## src/rtl/mult_pkg.sv

```systemverilog
// mult_pkg: shared nibble width and stage-count helpers for the multiplier datapath
package mult_pkg;
  localparam int NIB_W = 4;
  function automatic int nstg(input int width);
    return width / NIB_W;
  endfunction
  function automatic bit width_ok(input int width);
    return width >= NIB_W && width % NIB_W == 0;
  endfunction
endpackage

```

## src/rtl/pipe_final_adder_cla4.sv

```systemverilog
// cla4bit: 4-bit carry-lookahead adder slice
module cla4bit (
  input  logic [3:0] a,
  input  logic [3:0] b,
  input  logic       cin,
  output logic [3:0] sum,
  output logic       cout
);
  logic [3:0] p, g;
  logic [4:0] c;
  assign p = a ^ b;
  assign g = a & b;
  assign c[0] = cin;
  assign c[1] = g[0] | (p[0] & cin);
  assign c[2] = g[1] | (p[1] & g[0]) | (p[1] & p[0] & cin);
  assign c[3] = g[2] | (p[2] & g[1]) | (p[2] & p[1] & g[0]) | (p[2] & p[1] & p[0] & cin);
  assign c[4] = g[3] | (p[3] & g[2]) | (p[3] & p[2] & g[1]) | (p[3] & p[2] & p[1] & g[0]) | (&p & cin);
  assign sum = p ^ c[3:0];
  assign cout = c[4];
endmodule

```

## src/rtl/pipe_final_adder.sv

```systemverilog
// pipe_final_adder: nibble-per-stage pipelined carry-propagate adder with valid/ready flow control
module pipe_final_adder
  import mult_pkg::*;
#(
  parameter int WIDTH = 16
) (
  input  logic             clk,
  input  logic             rst_n,
  input  logic             in_valid,
  output logic             in_ready,
  input  logic [WIDTH-1:0] in_row_a,
  input  logic [WIDTH-1:0] in_row_b,
  input  logic             in_cin,
  output logic             out_valid,
  input  logic             out_ready,
  output logic [WIDTH-1:0] out_sum,
  output logic             out_cout
);
  localparam int NSTG = nstg(WIDTH);
  if (!width_ok(WIDTH)) begin : g_bad_width
    $error("pipe_final_adder: WIDTH must be a positive multiple of 4");
  end
  // skew regs shift right so the next stage always reads its nibble at bit 0;
  // the deskew reg shifts right with each new nibble inserted at the top
  logic [WIDTH-1:0] a_q [NSTG];
  logic [WIDTH-1:0] b_q [NSTG];
  logic [WIDTH-1:0] s_q [NSTG];
  logic             c_q [NSTG];
  logic             v_q [NSTG];
  logic             advance;
  assign out_valid = v_q[NSTG-1];
  assign advance = ~out_valid | out_ready;
  assign in_ready = advance;
  assign out_sum = s_q[NSTG-1];
  assign out_cout = c_q[NSTG-1];
  for (genvar k = 0; k < NSTG; k++) begin : g_stg
    logic [WIDTH-1:0] a_in, b_in, s_in;
    logic             c_in, v_in, co;
    logic [NIB_W-1:0] nib;
    if (k == 0) begin : g_head
      assign a_in = in_row_a;
      assign b_in = in_row_b;
      assign s_in = '0;
      assign c_in = in_cin;
      assign v_in = in_valid;
    end else begin : g_body
      assign a_in = a_q[k-1];
      assign b_in = b_q[k-1];
      assign s_in = s_q[k-1];
      assign c_in = c_q[k-1];
      assign v_in = v_q[k-1];
    end
    cla4bit u_cla (
      .a   (a_in[NIB_W-1:0]),
      .b   (b_in[NIB_W-1:0]),
      .cin (c_in),
      .sum (nib),
      .cout(co)
    );
    always_ff @(posedge clk or negedge rst_n) begin
      if (!rst_n) begin
        v_q[k] <= 1'b0;
        c_q[k] <= 1'b0;
        a_q[k] <= '0;
        b_q[k] <= '0;
        s_q[k] <= '0;
      end else if (advance) begin
        v_q[k] <= v_in;
        c_q[k] <= co;
        a_q[k] <= a_in >> NIB_W;
        b_q[k] <= b_in >> NIB_W;
        s_q[k] <= (s_in >> NIB_W) | (WIDTH'(nib) << (WIDTH - NIB_W));
      end
    end
  end
endmodule

```

## config.mk

```make
export PLATFORM = sky130hd
export DESIGN_NAME = pipe_final_adder
export DESIGN_NICKNAME = d
export VERILOG_FILES = /design/src/rtl/mult_pkg.sv /design/src/rtl/pipe_final_adder_cla4.sv /design/src/rtl/pipe_final_adder.sv
export SDC_FILE = /design/constraint.sdc
export NUM_CORES = 1
export LEC_CHECK = 0
export BUFFER_PORTS_ARGS = -buffer_cell sky130_fd_sc_hd__buf_2
export CAP_MARGIN = 10
export CORE_MARGIN = 5
export CORE_UTILIZATION = 25
export DETAILED_ROUTE_END_ITERATION = 10
export PLACE_DENSITY = 0.46
export SLEW_MARGIN = 20
export SYNTH_ARGS = -nofsm -noshare
export SYNTH_HDL_FRONTEND = slang
export SYNTH_SLANG_ARGS = --single-unit
export TNS_END_PERCENT = 50
```

## constraint.sdc

```tcl
create_clock -name clk -period 1.4 [get_ports clk]
set_input_delay 0.21 -clock clk [delete_from_list [all_inputs] [get_ports clk]]
set_output_delay 0.21 -clock clk [all_outputs]
set_load 0.005 [all_outputs]
```

==> results.md <==
* Status: finished with violations
* Failing checks: negative setup slack
* Hold-critical path depth at 3
* Seq/Total Area, Yosys at 0.5626
* Crit Path Max Fanout at 2
* Pwr/cell area at roughly 2200 mW/mm²
* Worst slew pin tran at roughly 0.24 ns
* P_leak at around 2.7 nW
* Commonest cells post-synth: nand2_1 (221), dfrtp_1 (96), ha_1 (16)
* Post-DP HPWL at between 6000 and 7000 µm
* Synth top area share at 0.5626
* Worst path arrival time at 1.64 ns
* 1st-iter DRT viols at around 110
* Clock share of power at 0.225
* Most common cell in the netlist: nand2_1
* Worst setup EP type: flop
* CP required at 1.63 ns
* CTS Sinks at between 90 and 100
* Share of layout cells above drive strength 1 at 0.2394
* Pint at between 7 and 8 mW
* Normalized max-slew margin at 0.8393
* Via count at 3018
* GRT Util Overall at 0.09529
* Initial Util at 0.2566
* RSZ-0062 raised after global routing: true
* R2R cell count at 5
* Post-Syn Area at 0.004270 mm²
* Cells after Synth at ~450
* Switching share of power at 0.3426
* Syn nets at 504
* Die ar. at 0.01980 mm²
* Sw power at approximately 4.1 mW
* Drt total wl at just under 9000 µm
* Max_cap viols at 0
* Clk_lat worst skew at roughly 0.34 ns
* Largest net degree at the start of global routing at between 40 and 50
* Width of the die at 140.7 µm
* Synth top area cells: dfrtp_1 (56%), nand2_1 (19%), ha_1 (4.7%)
* Port Buffer Count at 55
* Via density at approximately 4.1
* Yosys top cell by area: dfrtp_1
* Setup ws final at -0.01207 ns
* Antenna Cells at 0
* Final worst path period need at ~1.4 ns
* CTS clock-pin slew for the worst setup and hold paths at around 0.070 ns
* Post-synth EDFFs at 0
* Post-synth cell types at 24
* #FFs+latches synth at 96
* Post-synth ARST share at 1.000
* Ys Warns at 0
* Number of setup violations in the final report at 1
* # IOs at between 50 and 60
* Fin. max-slew vios at 0
* Setup CP Type: reg2reg
* Max clock buf depth at 2
* Post-route clock period utilization at 1.009
* Global-route wire length before repair at between 15000 and 20000 µm
* Clk root buf: clkbuf_16
* Total power at 11.95 mW
* CP endpoint: g_stg[2].s_in[15]
* Core area at between 0.015 and 0.02 mm²
* Detailed Routing Iterations Pass 1 at 4
* VDD IR max at around 0.69 mV
* Logic pwr share at 0.384
* Final worst clock skew at 0.007185 ns
* GRT Residual Overflow at 0
* DR DRC count at 0
* Cts bufs inserted at 9
* Antenna-violating nets left at 0
* R2r endpoint: g_stg[2].s_in[15]
* Row count at 47
* Reg2Reg Launch Point: g_stg[1].b_in[0]
* Worst Hold Class: in2reg
* Reg2Reg Setup Slack at -0.01 ns
* Die Ht at between 100 and 150 µm
* # nets final at between 500 and 600
* Final Util at 0.3197
* Setup crit start: g_stg[1].b_in[0]
* Avg Inst Size Synth at approximately 9.6 µm²
* Flop pwr share at 0.391
* Fmax at between 0.7 and 0.8 GHz
* Main synth FF type: dfrtp_1
* Worst Setup Start Kind: flop
* Routability cong. at 0.7461
* Antenna violations before repair at 0
* Routed wire per std cell at around 12 µm
* H-tree levels at 3
* Vias in the first global route at between 3k and 4k
* CTS tree: yes
* Final hold vios at 0
* Synth-to-Final Area Change at 24.58%
[cells by family (layout without fill, tap and decap cells)]
kind of cell,after synthesis,count (layout),share of synthesized area
buffers and inverters,34,105,0.05010
xor gates and xnor gates,8,8,0.01641
adders and majority gates,20,20,0.06563
DFF,96,96,0.5626
and+or+nand+nor,235,235,0.2095
AOI/OAI and AO/OA,54,54,0.09581
[layer usage]
metal	track usage	share of wire
met5	0	0
met4	0.02703	0.013
met3	0.03386	0.041
met2	0.1494	0.45
met1	0.1248	0.49
[through the flow]
stage / std cells / TNS, ns / hold WS (ns) / instance area (µm²) / worst slack, ns
6_report: 738 / -0.01207 / 0.05880 / 5320 / -0.01207
5_1_grt: 738 / -0.3733 / 0.05262 / 5320 / -0.1075
4_1_cts: 737 / -0.03865 / 0.04251 / 5269 / -0.02728
3_5_place_dp: 715 / -0.3041 / 0.08881 / 4841 / -0.08569
3_3_place_gp: 715 / -0.09504 / 0.08875 / 4841 / -0.05024
2_1_floorplan: 447 / 0 / -0.08559 / 4270 / 0.006693
[worst max-delay path, stage by stage (launching register included)]
cell	delay (ns)
dfrtp_1	0.38
ha_1	0.32
a211oi_2	0.25
o21bai_2	0.11
xnor2_1	0.16
o21ai_1	0.08
[worst min path at each step]
| stage | startpoint | endpoint |
|---|---|---|
| 2_1_floorplan | rst_n | g_stg[1].a_in[0] |
| 3_3_place_gp | rst_n | out_sum[0] |
| 3_5_place_dp | rst_n | out_sum[0] |
| 4_1_cts | in_valid | g_stg[1].v_in |
| 5_1_grt | in_valid | g_stg[1].v_in |
| 6_report | in_valid | g_stg[1].v_in |
[layout make-up]
class | instances | area, µm²
well taps | 220 | 275.3
inverters | 13 | 51.30
flip-flops and latches | 96 | 2402
clock buffers | 11 | 252.7
clock inverters | 4 | 77.57
fillers | 1759 | 11320
repair buffers | 77 | 551.8
multi-input cells | 317 | 1709
[power by group through the flow]
stage                     Sequential (mW)  Clock (mW)  Combinational [mW]
after CTS                            4.66        2.79                4.49
after floorplan                      4.56           0                3.06
after global placement               4.69           0                4.13
after global routing                 4.85        2.92                5.27
final                                4.67        2.69                4.59
after detailed placement             4.71           0                4.22
[placed cells by master, fill, tap and decap left out]
master	n
buf_2	53
ha_1	14
o21bai_2	3
clkbuf_16	9
xnor2_1	4
a21oi_1	1
nor2b_4	1
nor2_1	12
bufinv_16	2
o21bai_1	1
o21ai_2	7
bufbuf_16	1
nand2b_1	1
a211oi_2	2
clkinv_4	2
nand2_1	221
xor2_1	4
ha_4	2
inv_4	1
a211oi_1	4
a21o_1	4
o21ai_1	15
a21oi_2	15
buf_6	1
fa_1	4
inv_1	12
buf_4	15
a211oi_4	2
clkbuf_8	2
dlygate4sd3_1	1
dfrtp_1	96
buf_12	6
[flip-flops by register name, summed over array words and instances (netlist names)]
register	flops
g_stg.b_in	24
g_stg.s_in	24
out_valid	1
g_stg.c_in	3
g_stg.a_in	24
g_stg.v_in	3
out_cout	1
out_sum	16
[timing repair]
action                                  4_1_cts  5_1_grt
hold buffers                                  1        0
setup buffers                                 5        1
hold endpoints to repair                     13        0
endpoints found under the setup margin        7       10
gates resized for setup                       5        5
gates cloned                                  1        0
pin swaps                                    11       11
No activity file was read; power rests on OpenSTA's default activity.
